===== src/rtl/mem_wb_stage.sv =====
// mem_wb_stage: memory access and writeback after the ALU.
// Optional MEM watchdog and sticky mem_err: define MEM_TIMEOUT_EN.
module mem_wb_stage #(
  parameter int ADDR_W         = 16,
  parameter int TIMEOUT_CYCLES = 255
) (
  input  logic              clk,
  input  logic              rst,
  input  logic              in_valid,
  output logic              in_ready,
  input  logic [3:0]        in_opcode,
  input  logic [3:0]        in_rd,
  input  logic [31:0]       in_result,
  input  logic [31:0]       in_store_data,
  output logic              mem_req,
  output logic              mem_we,
  output logic [ADDR_W-1:0] mem_addr,
  output logic [31:0]       mem_wdata,
  input  logic              mem_ack,
  input  logic [31:0]       mem_rdata,
  output logic              wb_en,
  output logic [3:0]        wb_addr,
  output logic [31:0]       wb_data,
  output logic              retire,
  output logic              mem_err
);

  typedef enum logic [1:0] {
    IDLE,
    MEM,
    WB
  } state_t;

  localparam logic [3:0] OP_CMP = 4'b1011;
  localparam logic [3:0] OP_LDR = 4'b1101;
  localparam logic [3:0] OP_STR = 4'b1110;
  localparam logic [3:0] OP_NOP = 4'b1111;

  function automatic logic writes_rf(
    input logic [3:0] op
  );
    return !(op == OP_CMP ||
             op == OP_STR ||
             op == OP_NOP);
  endfunction

  state_t state, state_n;

  logic [3:0]  op_q;
  logic [3:0]  rd_q;
  logic [31:0] result_q;

  logic              ready_n;
  logic              req_n;
  logic              we_n;
  logic [ADDR_W-1:0] addr_n;
  logic [31:0]       wdata_n;
  logic              wb_en_n;
  logic [3:0]        wb_addr_n;
  logic [31:0]       wb_data_n;
  logic              retire_n;
  logic              xfer;
  logic              is_mem_op;

  assign xfer      = in_valid && in_ready;
  assign is_mem_op = (in_opcode == OP_LDR) ||
                     (in_opcode == OP_STR);

`ifdef MEM_TIMEOUT_EN
  localparam int CLOG = $clog2(TIMEOUT_CYCLES + 1);
  localparam int CNT_W = (CLOG > 8) ? CLOG : 8;
  localparam logic [CNT_W-1:0] TO_LAST =
    CNT_W'(TIMEOUT_CYCLES - 1);

  logic [CNT_W-1:0] cnt, cnt_n;
  logic             err_q, err_n;

  assign mem_err = err_q;
`else
  logic unused_timeout;
  assign unused_timeout = ^TIMEOUT_CYCLES;
  assign mem_err = 1'b0;
`endif

  // State register.
  always_ff @(posedge clk) begin
    if (rst) state <= IDLE;
    else     state <= state_n;
  end

  // Next state and next values of every registered output.
  always_comb begin
    state_n   = state;
    req_n     = mem_req;
    we_n      = mem_we;
    addr_n    = mem_addr;
    wdata_n   = mem_wdata;
    wb_en_n   = 1'b0;
    retire_n  = 1'b0;
    wb_addr_n = wb_addr;
    wb_data_n = wb_data;
`ifdef MEM_TIMEOUT_EN
    cnt_n = cnt;
    err_n = err_q;
`endif
    unique case (state)
      IDLE: begin
        if (xfer) begin
          if (is_mem_op) begin
            state_n = MEM;
            req_n   = 1'b1;
            we_n    = (in_opcode == OP_STR);
            addr_n  = in_result[ADDR_W-1:0];
            if (in_opcode == OP_STR)
              wdata_n = in_store_data;
`ifdef MEM_TIMEOUT_EN
            cnt_n = '0;
`endif
          end else begin
            state_n   = WB;
            wb_en_n   = writes_rf(in_opcode);
            retire_n  = 1'b1;
            wb_addr_n = in_rd;
            wb_data_n = in_result;
          end
        end
      end
      MEM: begin
        if (mem_req && mem_ack) begin
          state_n   = WB;
          req_n     = 1'b0;
          we_n      = 1'b0;
          wb_en_n   = writes_rf(op_q);
          retire_n  = 1'b1;
          wb_addr_n = rd_q;
          wb_data_n = (op_q == OP_LDR) ?
                      mem_rdata : result_q;
        end else begin
`ifdef MEM_TIMEOUT_EN
          if (cnt == TO_LAST) begin
            state_n  = WB;
            req_n    = 1'b0;
            we_n     = 1'b0;
            retire_n = 1'b1;
            err_n    = 1'b1;
          end else begin
            cnt_n = cnt + 1'b1;
          end
`endif
        end
      end
      WB:      state_n = IDLE;
      default: state_n = IDLE;
    endcase
    ready_n = (state_n == IDLE);
  end

  // Registered outputs; in_ready mirrors the next IDLE state.
  always_ff @(posedge clk) begin
    if (rst) begin
      in_ready  <= 1'b0;
      mem_req   <= 1'b0;
      mem_we    <= 1'b0;
      mem_addr  <= '0;
      mem_wdata <= '0;
      wb_en     <= 1'b0;
      wb_addr   <= '0;
      wb_data   <= '0;
      retire    <= 1'b0;
    end else begin
      in_ready  <= ready_n;
      mem_req   <= req_n;
      mem_we    <= we_n;
      mem_addr  <= addr_n;
      mem_wdata <= wdata_n;
      wb_en     <= wb_en_n;
      wb_addr   <= wb_addr_n;
      wb_data   <= wb_data_n;
      retire    <= retire_n;
    end
  end

  // Instruction fields held for the memory phase.
  always_ff @(posedge clk) begin
    if (rst) begin
      op_q     <= OP_NOP;
      rd_q     <= '0;
      result_q <= '0;
    end else if (xfer) begin
      op_q     <= in_opcode;
      rd_q     <= in_rd;
      result_q <= in_result;
    end
  end

`ifdef MEM_TIMEOUT_EN
  // Watchdog counter and sticky error flag.
  always_ff @(posedge clk) begin
    if (rst) begin
      cnt   <= '0;
      err_q <= 1'b0;
    end else begin
      cnt   <= cnt_n;
      err_q <= err_n;
    end
  end
`endif

endmodule


===== config.mk =====
export PLATFORM = sky130hd
export DESIGN_NAME = mem_wb_stage
export DESIGN_NICKNAME = d
export VERILOG_FILES = /design/src/rtl/mem_wb_stage.sv
export SDC_FILE = /design/constraint.sdc
export NUM_CORES = 1
export LEC_CHECK = 0
export CORE_AREA = 5 5 115 117
export DETAILED_ROUTE_END_ITERATION = 12
export DIE_AREA = 0 0 120 122
export GPL_ROUTABILITY_DRIVEN = 0
export PLACE_DENSITY = 0.79
export SLEW_MARGIN = 20
export SYNTH_ARGS = -nofsm -noshare
export SYNTH_HDL_FRONTEND = slang
export SYNTH_SLANG_ARGS = --single-unit

===== constraint.sdc =====
create_clock -name clk -period 1.71 [get_ports clk]
set_input_delay 0.2565 -clock clk [delete_from_list [all_inputs] [get_ports clk]]
set_output_delay 0.2565 -clock clk [all_outputs]
set_load 0.005 [all_outputs]

==> results of run 1 <==
==> cells by family (layout without fill, tap and decap cells) <==
| kind of cell | after synthesis | count (layout) | share of synthesized area (%) |
|---|---|---|---|
| other | 1 | 1 | 0.0730 |
| AO/OA/AOI/OAI | 146 | 146 | 17.8 |
| flip-flops | 131 | 131 | 51.1 |
| buffers and inverters | 52 | 255 | 4.80 |
| XOR/XNOR | 1 | 1 | 0.171 |
| AND/OR/NAND/NOR | 280 | 280 | 22.1 |
| multiplexers | 20 | 20 | 3.99 |
==> power by group through the flow <==
| stage | Combinational [mW] | Sequential (mW) | Clock, mW |
|---|---|---|---|
| after CTS | 0.873 | 3.23 | 3.26 |
| after detailed placement | 0.867 | 3.29 | 0 |
| final | 0.873 | 3.23 | 3.19 |
| after global placement | 0.850 | 3.29 | 0 |
| after global routing | 0.945 | 3.24 | 3.38 |
| after floorplan | 0.343 | 3.28 | 0 |
==> worst register-to-register path, cell delays in order, from the launching register on <==
cell      delay, ps
dfxtp_2         350
and4bb_2        340
nor3b_4         280
buf_12          230
mux2i_1         220
nor2_1           60
==> routing by layer <==
layer / global-route usage (%) / routed length [µm] / share of wire, %
met1: 25.3 / 6830 / 44
met3: 6.04 / 1190 / 7.6
met5: 0 / 0 / 0
met4: 9.23 / 302 / 1.9
met2: 34.3 / 7250 / 47
==> area by class of cell <==
type	count	area (µm²)	share of cell area [%]
sequential	131	2620	33.2
timing repair buffer	224	2270	28.7
clock buffer	24	492	6.22
inverter	1	3.75	0.0475
clock inverter	6	30.0	0.380
tap	150	188	2.38
multi-input combinational	448	2290	29.0
==> what timing repair did <==
| action | 4_1_cts | 5_1_grt |
|---|---|---|
| setup endpoints to repair | 0 | 14 |
| gates resized for setup | 0 | 2 |
| hold buffers | 0 | 0 |
==> cells in the final DEF (no fill, tap or decap), types with 3 or more instances in the layout <==
master / synthesis / routed
clkbuf_16: 0 / 17
a31oi_1: 33 / 33
dfxtp_1: 131 / 130
nand2_1: 212 / 212
mux2i_1: 16 / 16
nand3b_1: 5 / 5
clkbuf_1: 33 / 3
a21oi_1: 73 / 73
clkinv_2: 0 / 6
clkbuf_8: 0 / 4
buf_12: 0 / 8
mux2_2: 4 / 4
buf_4: 2 / 21
nor2_1: 49 / 49
clkdlybuf4s50_1: 0 / 195
a22o_1: 36 / 36
==> registers in the layout, indices dropped and copies added (netlist names), 2 cells and up <==
signal	cells
mem_wdata	32
result_q	32
wb_data	32
mem_addr	16
op_q	4
rd_q	4
wb_addr	4
state	2
==> worst paths after layout <==
check | startpoint | cells past startpoint | to
min | rst | 2 | state[0]$_SDFF_PP0_
max | in_opcode[1] | 6 | wb_data[14]$_SDFFE_PP0P_
min reg2reg | mem_wdata[2]$_SDFFE_PP0P_ | 2 | mem_wdata[2]$_SDFFE_PP0P_
max reg2reg | state[1]$_SDFF_PP0_ | 5 | mem_addr[13]$_SDFFE_PP0P_
==> impl_results.md, run 1 <==
- Top-area cell type share of the netlist area: just over 50%
- Cell Chain, Critical Path: clkdlybuf4s50_1 -> xnor2_1 -> o21a_1 -> nor3b_4 -> buf_12 -> a22o_1
- Post-synth EDFFs: 0
- GR Overflow Total: 0
- Clock network fraction of total power: roughly 44%
- Number of synthesized register bits: between 100 and 150
- MaxCap Viol Count: 0
- Yosys cell types: 32
- P_sw: around 1.7 mW
- Final setup viols: 0
- Worst EP required: about 2000 ps
- Min-Delay Path Class: input port to flop
- Core ar.: 12300 µm²
- DIE WIDTH: 120 µm
- Antenna Cells: 0
- Antenna violations before repair: 0
- DRT Wirelength: 15600 µm
- Pre-CTS setup slack: -253 ps
- Detailed Route Iter0 Violations: approximately 310
- Final instance area: between 7000 and 8000 µm²
- Synth area leaders: dfxtp_1 (51%), nand2_1 (15%), a21oi_1 (7.1%)
- First-pass GRT wire length: between 20000 and 25000 µm
- Crit-path leading delay family: buffers and inverters
- Die area: 14600 µm²
- Fmax: between 600 and 700 MHz
- Synthesized cell area: around 5000 µm²
- Post-Syn Nets: roughly 740
- Number of global-route vias before repair: about 5000
- # fillers: 996
- Power share of the sequential group: around 44%
- Min Tclk post-route: around 1600 ps
- Setup Buffers After CTS: 0
- Vias per inst: 5.19
- Count leader, synth: nand2_1
- Comb pwr share: between 10% and 20%
- Worst Path Arrival: between 1500 and 2000 ps
- Clock root buffer: clkbuf_16
- Clock Sinks: between 100 and 150
- Clk Latency, worst-skew pair: a little over 400 ps
- Setup crit end kind: flop
- Pint: ~5.6 mW
- Syn_area_per_cell: about 8.1 µm²
- Largest net degree at the start of global routing: 45
- Flop2flop setup slack: roughly 120 ps
- Boundary Pins: approximately 200
- Status: complete, no violations
- Setup CP Type: input port to flop
- Asr flop ratio synth: 0%
- Cell Area, Placed: roughly 7400 µm²
- Post-layout util: between 60% and 70%
- Drt wl/cell: around 16 µm
- Final hold violations: 0
- DR DRC count: 0
- Clock-pin transition on the worst setup and hold timing paths: about 50 ps
- Row count: 41
- RSZ-0062 raised after global routing: no
- Final Cycle Share: a little over nine tenths
- Synth Warn #: 0
- Clock Skew: roughly 6 ps
- DP HPWL: 11000 µm
- H-Tree Depth: 4
- Starting density of the core: a little over two fifths
- Fin cells: 984
- Main flop type after synthesis: dfxtp_1
- Final setup margin: around 110 ps
- Layout cell share with drive strength beyond 1: between 8 and 9%
- Max IR drop VDD: a little under 0.0005 V
- Synthesis-to-finish area growth: 53.8%
- Syn Inst Count: about 630
- Pins Over Slew Limit: 0
- Die outline height: 122 µm
- Buffers added on ports: 196
- Startpoint Class: input port
- Gr usage total: 20.8%
- Crit-path max FO: 19
- Sw frac: 22.8%
- Layout Nets: just over 900
- CTS max path bufs: 2
- Via Count: between 5000 and 6000
- CTS tree: done
- Top cell type by total area after synthesis: dfxtp_1
- Sequential area share after synthesis: 51.1%
- Setup_tns: 0 ps
- Slowest CP cell: clkdlybuf4s50_1
- Pleak: ~2.8 nW
- Worst Path Buf+Inv: 2
- Power per Cell Area: ~920 nW/µm²
- Detail Route Antenna Nets: 0
- Power, Total: between 7 and 8 mW
- Cells after DPL: roughly 950
- Worst hold slack: around 230 ps
- Num CTS Buffers: 17
- Synth top cells by count: nand2_1 (212), dfxtp_1 (131), a21oi_1 (73)
- Drt pass-1 iters: 5
- Max incr delay on CP: about 460 ps
Power figures use the tool's default switching activity.
==> inputs of run 2 (changes only) <==
--- a/config.mk
+++ b/config.mk
@@ -5,9 +5,9 @@
 export SDC_FILE = /design/constraint.sdc
 export NUM_CORES = 1
 export LEC_CHECK = 0
-export CORE_AREA = 5 5 115 117
+export CORE_AREA = 5 5 105 127
 export DETAILED_ROUTE_END_ITERATION = 12
-export DIE_AREA = 0 0 120 122
+export DIE_AREA = 0 0 110 132
 export GPL_ROUTABILITY_DRIVEN = 0
 export PLACE_DENSITY = 0.79
 export SLEW_MARGIN = 20
==> run 2 against run 1 <==
Net effect:
- via count up 0.14%
- final cell count up 0.71%
- setup slack worse by 48 ps
- cell area up 1.9%
- total power up 13%
- critical path type is now flop to flop
- largest cell class unchanged
- highest routed layer unchanged
==> impl_results.md, run 2 (synthesis results as in run 1) <==
- GR Overflow Total: 0
- Antenna violations before repair: 0
- Clk Latency, worst-skew pair: 400 ps
- Gr usage total: about 22%
- Setup Buffers After CTS: 0
- Power per Cell Area: slightly above 1000 nW/µm²
- Cell Area, Placed: 7370 µm²
- Cell Chain, Critical Path: and4bb_2 -> nor3b_4 -> buf_12 -> mux2i_1 -> nor2_1
- FF-to-FF End: mem_addr[9]$_SDFFE_PP0P_
- Vias per inst: just over 5
- Min Tclk post-route: between 1500 and 2000 ps
- Max IR drop VDD: 0.000695 V
- Slowest CP cell: and4bb_2
- First-pass GRT wire length: approximately 25000 µm
- DP HPWL: 11000 µm
- Layout Nets: roughly 930
- Critical hold path startpoint: rst
- Worst EP required: roughly 2000 ps
- Boundary Pins: 198
- CTS tree: done
- Worst hold slack: around 250 ps
- Row count: 44
- # fillers: around 940
- MaxCap Viol Count: 0
- CTS max path bufs: 2
- H-Tree Depth: 4
- Setup crit end kind: flop
- Pleak: roughly 2.9 nW
- Max incr delay on CP: about 390 ps
- Min-Delay Path Class: input port to flop
- Most common cell after layout, fill and taps aside: nand2_1
- Pre-CTS setup slack: -280 ps
- Drt pass-1 iters: 5
- Worst Hold Endpoint: mem_wdata[1]$_SDFFE_PP0P_
- Startpoint Class: flop
- Die outline height: roughly 130 µm
- Final setup viols: 0
- Buffers added on ports: 196
- Hold depth: 2
- Worst Path Arrival: 1920 ps
- Final instance area: between 8000 and 9000 µm²
- Largest net degree at the start of global routing: 41
- Pins Over Slew Limit: 0
- Num CTS Buffers: 17
- Antenna Cells: 0
- Core ar.: around 12000 µm²
- Biggest regs: mem_wdata x32, result_q x32, wb_data x32
- Via Count: 5114
- Crit-path max FO: 19
- Synthesis-to-finish area growth: 56.8%
- Final hold violations: 0
- Setup CP Type: flop to flop
- Starting density of the core: around 43%
- Status: complete, no violations
- Clock-pin transition on the worst setup and hold timing paths: 60 ps
- Detailed Route Iter0 Violations: roughly 390
- DRT Wirelength: 15800 µm
- Clock Sinks: 131
- Final Cycle Share: 96.5%
- Fmax: 606 MHz
- Die area: roughly 15000 µm²
- Commonest non-fill, non-tap cells in the layout: nand2_1 (212), clkdlybuf4s50_1 (195), dfxtp_1 (131)
- Clock root buffer: clkbuf_16
- Reg2Reg Depth: 5
- Drt wl/cell: approximately 16 µm
- Number of global-route vias before repair: a little over 5000
- Flop2flop setup slack: between 60 and 70 ps
- DR DRC count: 0
- Detail Route Antenna Nets: 0
- Post-layout util: 67.4%
- Reg2Reg Launch Point: state[1]$_SDFF_PP0_
- Clock Skew: 9.87 ps
- DIE WIDTH: 110 µm
- Final setup margin: ~60 ps
- Layout cell share with drive strength beyond 1: 7.59%
run 2: critical path, delay by kind of cell (launching register included):
family	cells	cell delay (ps)
flip-flops	1	360
AND/OR/NAND/NOR	3	710
multiplexers	1	230
buffers and inverters	1	220
run 2: where the power goes:
group | leakage, nW | internal [mW] | switching [mW] | total (mW)
clock | 0.322 | 2.84 | 1.27 | 4.11
sequential | 1.06 | 3.16 | 0.0628 | 3.23
combinational | 1.49 | 0.496 | 0.376 | 0.872
run 2: final cells by class:
class                      count  area (µm²)  share of cell area (%)
multi-input combinational    448        2290                    28.5
clock inverter                 9         200                    2.49
tap                          161         201                    2.50
clock buffer                  22         474                    5.89
inverter                       1        3.75                  0.0466
sequential                   131        2620                    32.6
timing repair buffer         219        2260                    28.0
run 2: how the worst max path moves through the flow:
stage,startpoint,to,slack (ps),cells past startpoint
after floorplan,state[1]$_SDFF_PP0_,mem_addr[10]$_SDFFE_PP0P_,170,6
after global placement,in_valid,mem_addr[7]$_SDFFE_PP0P_,-180,6
after detailed placement,in_valid,mem_addr[9]$_SDFFE_PP0P_,-280,6
after CTS,state[1]$_SDFF_PP0_,mem_addr[9]$_SDFFE_PP0P_,50,5
after global routing,state[1]$_SDFF_PP0_,mem_addr[9]$_SDFFE_PP0P_,-9,5
final,state[1]$_SDFF_PP0_,mem_addr[9]$_SDFFE_PP0P_,60,5
run 2: per-layer routing:
layer	GRT usage, %	vias up	routed length, µm
met5	0	-	0
met4	8.25	0	309
met3	5.14	21	1090
met2	37.0	197	8040
met1	25.5	2405	6390
li1	-	2491	-
run 2: metrics by stage:
stage	TNS, ps	instances	total power [mW]
floorplan	0	631	3.62
global placement	-8970	960	4.13
detailed placement	-12580	960	4.15
CTS	0	991	8.27
global route	-17.4	991	8.51
finish	0	991	8.21
run 2: repair_timing:
item                                    CTS  global route
resized for setup                         0             1
endpoints found under the setup margin    0             3
hold buffers                              0             0
==> edit 1: new RTL, settings of run 1 <==
Re-encode `state_t` (3 states) as one-hot, 3 bits wide.
--- a/src/rtl/mem_wb_stage.sv
+++ b/src/rtl/mem_wb_stage.sv
@@ -25,10 +25,10 @@
   output logic              mem_err
 );
 
-  typedef enum logic [1:0] {
-    IDLE,
-    MEM,
-    WB
+  typedef enum logic [2:0] {
+    IDLE = 3'b001,
+    MEM  = 3'b010,
+    WB   = 3'b100
   } state_t;
 
   localparam logic [3:0] OP_CMP = 4'b1011;
Function: same outputs for any inputs over 4 cycles, from zero or initial values and one cycle with rst high; so few cycles prove little.
==> edit 1 against run 1 <==
- the run now ends with negative setup slack left
- wire length is 14% higher
- worst setup slack got worse by 150 ps
- sequential cell count up 1
- worst hold slack got worse by 5.5 ps
- final area is 11% higher
- count of clock-buffer cells in the layout increased by 4
- global-route usage up 1.8 points
- area after synthesis rose by 9.0%
- total power grew 9.9%
- largest cell class is now multi-input gates
- highest routed layer unchanged
==> edit 1: results (changes against run 1) <==
drt first-iter violations=406 (+31%); Lkg Pwr=3.27 nW (+15%); Compound-Gate Fraction of Synth Area=12.9% (-5.0 points); Cell variety after synth=34 (+6.3%); worst-skew pair later-pin latency=410 ps (about the same); Vias=5622 (+10%); mux contribution to synthesized area=10.1% (+6.1 points); failing checks=negative setup slack; Slowest cell on crit path=or4_4; outcome=finished with violations; Worst setup SP type=flip-flop; CP arrival=2030 ps (+140 ps); synth top area cells=dfxtp_1, nand2_1, mux2i_1, a21oi_1, a311o_1; setup tns final=-620 ps (-620 ps); Total GRT Usage=22.6% (+1.8 points); worst-path fanout max=32 (+13); VDD IR max=0.000612 V (+25%); dpl cell area=7910 sq um (+7.2%); cell family with most CP delay=simple AND/OR/NAND/NOR gates; Synth Area in XOR/XNOR=0.156% (-0.014 points); placed cells=1006 (+5.5%); WL/cell=17.0 um (+7.2%); post-place setup slack=-272 ps (-19.4 ps); DP HPWL=11700 um (+6.4%); pin count of the biggest net entering global routing=68 (+51%); worst setup slack after layout=-39.6 ps (-147 ps); Finish-stage setup viols=33 (+33); Post-synth top cells=nand2_1, dfxtp_1, a21oi_1; register area share after synthesis=47.2% (-3.9 points); final cell count without fillers=1051 (+6.8%); Syn Nets=787 (+6.5%); adder-cell share of the synthesized area=0.179% (+0.18 points); share of cells above drive strength 1=10.7% (+2.5 points); vias in the first global route=5437 (+7.7%)
## edit 1: cell families (layout without fill, tap and decap cells)
kind of cell,count (synthesis),count (layout)
simple gates,323,323
buf+inv,57,278
other cells,1,1
flops,132,132
fa+ha+maj,1,1
xor+xnor,1,1
mux,56,56
compound gates,108,109
## edit 1: worst paths after layout
| check | from | depth (start not counted) | slack (ps) | end |
|---|---|---|---|---|
| worst max register to register | state[2] | 5 | -40 | mem_wdata[23] |
| worst min-delay path | rst | 2 | 220 | retire |
| worst max-delay path | state[2] | 5 | -40 | mem_wdata[23] |
| worst min register to register | result_q[18] | 2 | 450 | result_q[18] |
## edit 1: metrics by stage
step	hold WS, ps	total power, mW
finish	220	8.01
global route	224	8.30
CTS	206	7.98
detailed placement	446	4.56
global placement	440	4.53
floorplan	381	3.88
## edit 1: worst reg2reg max path: cells and delay by family (launching register included)
kind	cells	cell delay [ps]
compound gates	1	60
buf+inv	1	190
flops	1	330
simple gates	3	1040
## edit 1: layout make-up
cell class,count,area [sq um]
fill,899,3470
tap,150,188
sequential,132,2650
timing repair buffer,246,2630
multi-input combinational,491,2780
clock inverter,4,45.0
clock buffer,28,507
## edit 1: per-layer routing
metal	global-route usage [%]	part of all wire (%)	vias to the layer above
met2	38.3	48	240
met1	26.0	41	2661
li1	-	-	2692
met4	9.52	2.1	0
met3	7.75	8.2	29
met5	0	0	-
## edit 1: repair_timing
action | in CTS | in global routing
hold endpoints to repair | 0 | 0
cloned | 0 | 8
resized for setup | 6 | 20
endpoints found under the setup margin | 58 | 78
pin swaps | 0 | 7
buffers inserted | 0 | 5
## edit 1: power breakdown
part	internal (mW)	switching, mW
Sequential	3.24	0.0917
Combinational	0.742	0.531
Clock	2.15	1.26
==> edit 2: new RTL, config.mk and constraints of run 1 <==
Made on the original files. `ADDR_W`: 16 -> 15.
--- a/src/rtl/mem_wb_stage.sv
+++ b/src/rtl/mem_wb_stage.sv
@@ -1,7 +1,7 @@
 // mem_wb_stage: memory access and writeback after the ALU.
 // Optional MEM watchdog and sticky mem_err: define MEM_TIMEOUT_EN.
 module mem_wb_stage #(
-  parameter int ADDR_W         = 16,
+  parameter int ADDR_W         = 15,
   parameter int TIMEOUT_CYCLES = 255
 ) (
   input  logic              clk,
Ports: changed (resized mem_addr); port bits go from 198 to 197. No check against the original RTL was run, so the function may have changed too.
==> edit 2 against run 1 <==
- final area increased by 0.41%
- count of clock-buffer cells in the layout decreased by 1
- critical path type is now flip-flop to output pin
- total power increased by 6.7%
- critical path depth decreased by 5
- sequential cell count decreased by 1
- wire length increased by 0.82%
- area after synthesis decreased by 0.41%
- utilization increased by 0.27 points
- sequential share of layout area decreased by 0.40 points
- non-clock buffer count decreased by 2
- worst setup slack improved by 14 ps
- critical endpoint is now mem_req
==> edit 2: results (changes against run 1) <==
CP arrival=1330 ps (-560 ps); switching part of the total=22.0% (-0.80 points); fill count=1022 (+2.6%); VDD IR max=0.000708 V (+45%); metal3 WL=1190 um (+0.59%); clock-net power=3.72 mW (+17%); WL/cell=16.0 um (+1.3%); worst-path fanout max=4 (-15); count of input and output buffers=195 (-0.51%); Synth Area in XOR/XNOR=0.171% (+0.00071 points); register area share after synthesis=50.9% (-0.18 points); synth top area cells=dfxtp_1, nand2_1, a21oi_1, a22o_1, a31oi_1; met2 WL post-DR=7890 um (+8.8%); R2R cell count=6 (+1); drt first-iter violations=395 (+27%); outcome=complete, no violations; hold path endpoint=result_q[31]; share of cells above drive strength 1=8.32% (+0.17 points); Lkg Pwr=2.85 nW (+0.63%); wl on met1=6150 um (-10%); Compound-Gate Fraction of Synth Area=18.2% (+0.34 points); pin count of the biggest net entering global routing=51 (+13%); Worst Setup EP=mem_req; vias in the first global route=5058 (+0.18%); Post-synth top cells=nand2_1, dfxtp_1, a21oi_1; mux contribution to synthesized area=3.82% (-0.18 points); Layout Nets=924 (-0.75%); r2r setup slk=approximately 130 ps; Crit path largest cell delay=550 ps (+90 ps); DP HPWL=10900 um (-0.83%); first-pass GRT wire length=24700 um (+1.7%); reg2reg end=mem_wdata[14]; Syn Nets=734 (-0.68%); Vias=5102 (-0.098%); First-pass DRT Iterations=6 (+1)
==> edit 2: cell families after synthesis <==
kind of cell / count (synthesis)
compound gates: 145
xor+xnor: 1
buf+inv: 52
flops: 130
mux: 19
other cells: 1
simple gates: 278
==> edit 2: area by class of cell <==
cell class                      instances  area [sq um]  area share, %
Tap cell                              150           188           2.37
Timing Repair Buffer                  222          2250           28.4
Clock inverter                          9           128           1.61
Clock buffer                           23           488           6.15
Sequential cell                       130          2600           32.8
Inverter                                1          3.75         0.0473
Multi-Input combinational cell        444          2270           28.6
==> edit 2: stage by stage <==
stage               hold slack, ps  setup slack [ps]  cells  util (%)  area (sq um)
floorplan                      378               211    626         -          5110
global placement               438              -187    947      59.7          7320
detailed placement             446              -224    947      59.7          7320
CTS                           82.2              83.3    979      64.7          7930
global route                   100              47.5    979      64.7          7930
finish                         103               122    979      64.7          7930
==> edit 2: routing by layer <==
metal	up-vias	GRT usage (%)
met5	-	0
met4	0	10.5
met3	38	6.69
met2	205	36.7
met1	2374	23.3
li1	2485	-
